[src/rtl/fir_sample_loader.sv]
`default_nettype none
// +---------------------------------------------------------------------------+
// | fir_sample_loader : drains the sample FIFO into IMEM, then sweeps CONV    |
// | Revision 1.0 - initial release                                            |
// +---------------------------------------------------------------------------+
module fir_sample_loader #(
   parameter int DATA_W      = 16,
   parameter int ADDR_W      = 6,
   parameter int NUM_SAMPLES = 64
) (
   input  logic              rclk,
   input  logic              rrst,
   input  logic              start,
   input  logic              abort,
   input  logic              rempty,
   input  logic [DATA_W-1:0] rdata,
   output logic              rinc,
   output logic              imem_wen,
   output logic [ADDR_W-1:0] imem_addr,
   output logic [DATA_W-1:0] imem_wdata,
   output logic              conv_en,
   output logic [ADDR_W-1:0] conv_addr,
   output logic              busy,
   output logic              done,
   output logic [ADDR_W:0]   load_cnt
);

   localparam logic [ADDR_W:0]   c_NUM       = (ADDR_W+1)'(NUM_SAMPLES);
   localparam logic [ADDR_W:0]   c_LAST_POP  = (ADDR_W+1)'(NUM_SAMPLES - 1);
   localparam logic [ADDR_W-1:0] c_LAST_ADDR = ADDR_W'(NUM_SAMPLES - 1);

   typedef enum logic [2:0] {
      S_IDLE  = 3'd0,
      S_LOAD  = 3'd1,
      S_DRAIN = 3'd2,
      S_CONV  = 3'd3,
      S_DONE  = 3'd4
   } state_t;

   state_t            r_state;
   state_t            w_next;
   logic              w_rinc;
   logic [ADDR_W:0]   r_pop_cnt;
   logic              r_wen;
   logic [ADDR_W-1:0] r_waddr;
   logic [DATA_W-1:0] r_wdata;
   logic              r_conv_en;
   logic [ADDR_W-1:0] r_conv_addr;
   logic              r_busy;
   logic              r_done;

   // Pop is gated by reset so a word is never pulled and then discarded.
   always_comb begin
      w_next = r_state;
      w_rinc = (r_state == S_LOAD) && !rempty && (r_pop_cnt < c_NUM) && !rrst;
      case (r_state)
         S_IDLE:  if (start) w_next = S_LOAD;
         S_LOAD:  if (w_rinc && (r_pop_cnt == c_LAST_POP)) w_next = S_DRAIN;
         S_DRAIN: w_next = S_CONV;
         S_CONV:  if (r_conv_addr == c_LAST_ADDR) w_next = S_DONE;
         S_DONE:  w_next = S_IDLE;
         default: w_next = S_IDLE;
      endcase
      if (abort) w_next = S_IDLE;
   end

   always_ff @(posedge rclk) begin
      if (rrst) r_state <= S_IDLE;
      else      r_state <= w_next;
   end

   always_ff @(posedge rclk) begin
      if (rrst) begin
         r_pop_cnt   <= '0;
         r_wen       <= 1'b0;
         r_waddr     <= '0;
         r_wdata     <= '0;
         r_conv_en   <= 1'b0;
         r_conv_addr <= '0;
         r_busy      <= 1'b0;
         r_done      <= 1'b0;
      end else begin
         r_wen <= w_rinc;
         if (w_rinc) begin
            r_waddr   <= r_pop_cnt[ADDR_W-1:0];
            r_wdata   <= rdata;
            r_pop_cnt <= r_pop_cnt + 1'b1;
         end
         if ((r_state == S_IDLE) && start && !abort) r_pop_cnt <= '0;
         r_conv_en   <= (w_next == S_CONV);
         r_conv_addr <= ((w_next == S_CONV) && (r_state == S_CONV)) ? r_conv_addr + 1'b1 : '0;
         r_busy      <= (w_next == S_LOAD) || (w_next == S_DRAIN) || (w_next == S_CONV);
         r_done      <= (w_next == S_DONE);
      end
   end

   // Every pop is written exactly once, so the pop count doubles as load_cnt.
   assign rinc       = w_rinc;
   assign imem_wen   = r_wen;
   assign imem_addr  = r_waddr;
   assign imem_wdata = r_wdata;
   assign conv_en    = r_conv_en;
   assign conv_addr  = r_conv_addr;
   assign busy       = r_busy;
   assign done       = r_done;
   assign load_cnt   = r_pop_cnt;

endmodule
`default_nettype wire
[config.mk]
export PLATFORM = sky130hd
export DESIGN_NAME = fir_sample_loader
export DESIGN_NICKNAME = d
export VERILOG_FILES = /design/src/rtl/fir_sample_loader.sv
export SDC_FILE = /design/constraint.sdc
export NUM_CORES = 1
export LEC_CHECK = 0
export CORE_MARGIN = 5
export CORE_UTILIZATION = 47
export CTS_BUF_LIST = sky130_fd_sc_hd__clkbuf_4 sky130_fd_sc_hd__clkbuf_8 sky130_fd_sc_hd__clkbuf_16
export CTS_CLUSTER_SIZE = 10
export DETAILED_ROUTE_END_ITERATION = 6
export PLACE_DENSITY = 0.88
export SLEW_MARGIN = 20
export SYNTH_ARGS = -nofsm -noshare
export SYNTH_HDL_FRONTEND = slang
export SYNTH_SLANG_ARGS = --single-unit
[constraint.sdc]
create_clock -name rclk -period 2.6 [get_ports rclk]
set_clock_uncertainty 0.05 [all_clocks]
set_input_delay 0.65 -clock rclk [delete_from_list [all_inputs] [get_ports rclk]]
set_output_delay 0.65 -clock rclk [all_outputs]
set_load 0.1 [all_outputs]
# ---- After elaboration in Yosys (flattened, before gate mapping)
# Index checks and enable logic that the tools add are counted.
dict set report word_totals {
  regBits 42
  in_bits 21
  elab_cells 42
}
dict set report op_classes {
  add_sub_neg 2
  n_lt_le_gt_ge 1
  eq_ne 9
  mux 5
  n_bitwise 1
  reduce_logical 15
}
# cell count
set ops {}
lappend ops {{$eq A3 B2 Y1 const B} 4}
lappend ops {{$mux W3} 4}
lappend ops {{$pmux W3 S4} 1}
lappend ops {{$add A7 B1 Y7 const B} 1}
lappend ops {{$eq A7 B6 Y1 const B} 1}
lappend ops {{$logic_and A1 B1 Y1} 7}
lappend ops {{$lt A7 B7 Y1 const B} 1}
lappend ops {{$add A6 B1 Y6 const B} 1}
lappend ops {{$eq A3 B1 Y1 const B} 2}
lappend ops {{$eq A6 B6 Y1 const B} 1}
lappend ops {{$reduce_or A2 Y1} 2}
lappend ops {{$eq A3 B3 Y1 const B} 1}
lappend ops {{$logic_not A1 Y1} 3}
lappend ops {{$logic_not A3 Y1} 1}
lappend ops {{$logic_or A1 B1 Y1} 2}
lappend ops {{$not A1 Y1} 1}

# ---- Longest topological paths before layout
dict set report depth {
  ltp_word 12
  depth_mapped 5
  ltp_nobuf 4
}

# ---- Worst setup path before layout
# Ideal clock, no wire load.
dict set report synth_path {
  kind {register -> output}
  startpoint {register r_pop_cnt[6] (netlist: load_cnt[6])}
  endpoint {output port rinc}
  t_arrival_ns 2.610
  required_ns 1.900
  setup_slack_ns -0.710
  path_stages_with_launch 4
  cell_sequence {dfxtp_1 -> or3_1 -> clkbuf_1 -> nor2_1}
}
dict set report synth_via {
  elab_chain_len 3
}
# element line
set synth_lines {}
lappend synth_lines {{start, declared} 43} ;# logic [ADDR_W:0] r_pop_cnt;
lappend synth_lines {{start signal, assigned} 87} ;# r_pop_cnt <= r_pop_cnt + 1'b1;
lappend synth_lines {{$lt A7 B7 Y1} 55} ;# w_rinc = (r_state == S_LOAD) && !rempty && (r_pop_cnt < c_NUM) && !rrst;
lappend synth_lines {{$logic_and A1 B1 Y1 (2 in series)} 55}
lappend synth_lines {{end, declared} 17} ;# output logic rinc,
# No other way between the ends.

# ---- Final worst setup path
dict set report layout_path {
  startpoint {input port rempty}
  endpoint {output port rinc}
}
dict set report layout_via {
  elab_chain_len 4
}
# element line
set layout_lines {}
lappend layout_lines {{start, declared} 15} ;# input logic rempty,
lappend layout_lines {{$logic_not A1 Y1} 55}
lappend layout_lines {{$logic_and A1 B1 Y1 (3 in series)} 55}
# No other way between the ends.

==> results.md <==
- Status: finished, final reports clean
- First-pass iteration count of the detailed router: 4
- CP Launch Type: primary input
- GRT Util Overall: 16.9%
- Post-cts resize count: 0
- Leak Pwr: 0.853 nW
- Post-synth top area share: 50.8%
- Critical path required time: 1.90 ns
- Hpwl dp: 2890 µm
- Clock root buffer: clkbuf_4
- Initial antenna violation count: 0
- GR Overflow Total: 0
- Later-pin clock latency in the skew report: 0.34 ns
- Vias in the first global route: 1,489
- TritonCTS Buffers: 5
- I/O Buffers: 60
- RR Startpoint: r_state[1]
- Cell Count, Final, Fillers Out: 299
- RR Endpoint: load_cnt[4]
- Layout area overhead: 38.4%
- Critical path fanouts, max: 3
- Initial drt markers: 107
- Final worst path period need: 2.55 ns
- RD Place Congestion: 0.731
- Routed wire length per instance: 13.6 µm
- Worst-path clk slew: 0.10 ns
- Pin count of the biggest net entering global routing: 35
- Initial Utilization: 49.2%
- WL final: 4080 µm
- DRT antenna net count: 0
- Power Total: 0.00110 W
- Hold Path Sink: conv_addr[0]
- Final Max Slew Viols: 0
- Worst Hold Class: flip-flop to flip-flop
- Unrepaired setup endpoints after global routing: false
- Min-Delay Path Depth: 1
- Tcrit/Tclk final: 98.2%
- Fmax achieved: 0.392 GHz
- Syn Area/Cell: 8.53 µm²
- Cell count after placement: 292
- Hold Buf Count CTS: 0
- Die area: 4810 µm²
- CP arrival: 1.85 ns
- Peak supply drop: 0.369 mV
- Die Ht: 69.3 µm
- First-pass GRT wire length: 6750 µm
- DR vias/cell: 5.37
- H-tree depth: 2
- Placed inst area: 2240 µm²
- Longest Clk Path Bufs: 2
- Main area contributors after synthesis: dfxtp_1 51%, a21oi_1 9.7%, nand3_1 8.8%, o21ai_0 8.5%, clkbuf_1 3.0%
- Max-slew headroom: 58.6%
- I/O pins: 61
- Hold WS: 0.428 ns
- R2R setup slack: 0.65 ns
- Netlist Area Pre-Place: 1650 µm²
- Warnings, synthesis: 0
- Seq/Total Area, Yosys: 50.8%
- CTS tree: built
- Layout cells sized above 1: 23.3%
- Setup_tns: 0 ns
- Final setup fails: 0
- Via count: 1,605
- Max Cap Viol: 0
- Syn_nets: 217
- Layout fillers: 311
- Post CTS Setup Buffer Count: 0
- Worst Max-Slew Pin Slew: 0.618 ns
- Syn Inst Count: 194
- Residual DRC count: 0
- Cell taking the most area after synthesis: dfxtp_1
- TritonCTS sink count: 42
- Rows: 21
- Post-synthesis cell type count: 31
- Critical Path End Type: output pin
- Crit path kind: primary input to output pin
- Power density of the placed cells: 480 nW/µm²
- FF-to-FF path depth: 4
- Fin area: 2290 µm²
- Core Area: 3360 µm²
- Hold_sp: conv_addr[0]
- Synth Register Bits: 42
- ANT cells: 0
- Nets: 276
- Chip Width: 69.3 µm
- Hold Violations, Final: 0
-- state kept, by name, summed over array words and instances, names as in the netlist --
register,count
busy,1
conv_addr,6
conv_en,1
done,1
imem_addr,6
imem_wdata,16
imem_wen,1
load_cnt,7
r_state,3
-- routing by layer --
| metal | vias up | routed length (µm) | track usage, % | part of all wire [%] |
|---|---|---|---|---|
| met1 | 726 | 1680 | 18.6 | 41 |
| li1 | 826 | - | - | - |
| met4 | 0 | 52 | 5.21 | 1.3 |
| met5 | - | 0 | 0 | 0 |
| met3 | 5 | 315 | 7.10 | 7.7 |
| met2 | 48 | 2030 | 29.3 | 50 |
-- where the power goes --
group          total, W  internal, W  switching, W
Combinational  0.000134    0.0000502     0.0000835
Clock          0.000311     0.000123      0.000188
Sequential     0.000652     0.000649    0.00000370
-- worst max-delay path: stages --
cell	delay, ns
clkdlybuf4s50_1	0.44
or3_1	0.44
nor2_4	0.13
buf_12	0.18
-- worst max path at each step --
stage	start	to	slack (ns)	cells after the start
final	rempty	rinc	0.05	4
after global routing	rempty	rinc	0.005	4
after CTS	rempty	rinc	0.04	4
after detailed placement	rempty	rinc	0.04	4
after global placement	rempty	rinc	0.04	4
after floorplan	load_cnt[6]	rinc	0.04	3
-- layout make-up --
class	count	area, µm²	share of cell area [%]
Multi-Input combinational cell	135	764	33.4
Tap cell	46	57.6	2.52
Timing Repair Buffer	67	566	24.7
Clock buffer	7	52.6	2.30
Inverter	2	7.51	0.328
Sequential cell	42	841	36.7
-- cell families after synthesis --
family                     share of synthesized area (%)
adders and majority gates                           1.51
and+or+nand+nor                                     20.0
AOI/OAI and AO/OA                                   21.4
buffers and inverters                               4.01
DFF                                                 50.8
xor gates and xnor gates                            1.59
muxes                                              0.605
-- cells in the final DEF, fill, tap and decap left out, drive strengths merged, types with 2 or more instances in the layout --
cell / n
nand2: 4
xor2: 2
nor2: 9
ha: 2
clkdlybuf4s50: 20
inv: 2
nand3: 29
or3: 5
clkbuf: 7
nor3: 4
buf: 47
dfxtp: 42
a21oi: 32
or4b: 2
o21ai: 28
or4: 2
o31ai: 3
-- per-stage QoR --
step                worst slack (ns)  util (%)
floorplan                     0.0429         -
global placement              0.0428      66.5
detailed placement            0.0419      66.5
CTS                           0.0377      68.0
global route                 0.00535      68.0
finish                        0.0465      68.0
-- synthesized netlist by cell type --
| master | n |
|---|---|
| nor2b_1 | 1 |
| o22ai_1 | 1 |
| dfxtp_1 | 42 |
| clkbuf_1 | 13 |
| nand4_1 | 1 |
| and2b_1 | 1 |
| or3b_1 | 1 |
| clkbuf_2 | 1 |
| or4b_2 | 1 |
| buf_2 | 1 |
| nor2_1 | 9 |
| nor3_1 | 4 |
| a31o_2 | 1 |
| or4b_1 | 1 |
| or4_1 | 2 |
| nor4_1 | 1 |
| xnor2_1 | 1 |
| inv_1 | 2 |
| or3_1 | 5 |
| ha_1 | 2 |
| o21ai_0 | 28 |
| mux2i_1 | 1 |
| a21oi_1 | 32 |
| nor3b_1 | 1 |
| o31ai_1 | 3 |
| nand3_1 | 29 |
| and4_1 | 1 |
| xor2_1 | 2 |
| nand2_1 | 4 |
| o2111ai_1 | 1 |
| o21bai_1 | 1 |
No activity file was read; power rests on OpenSTA's default activity.
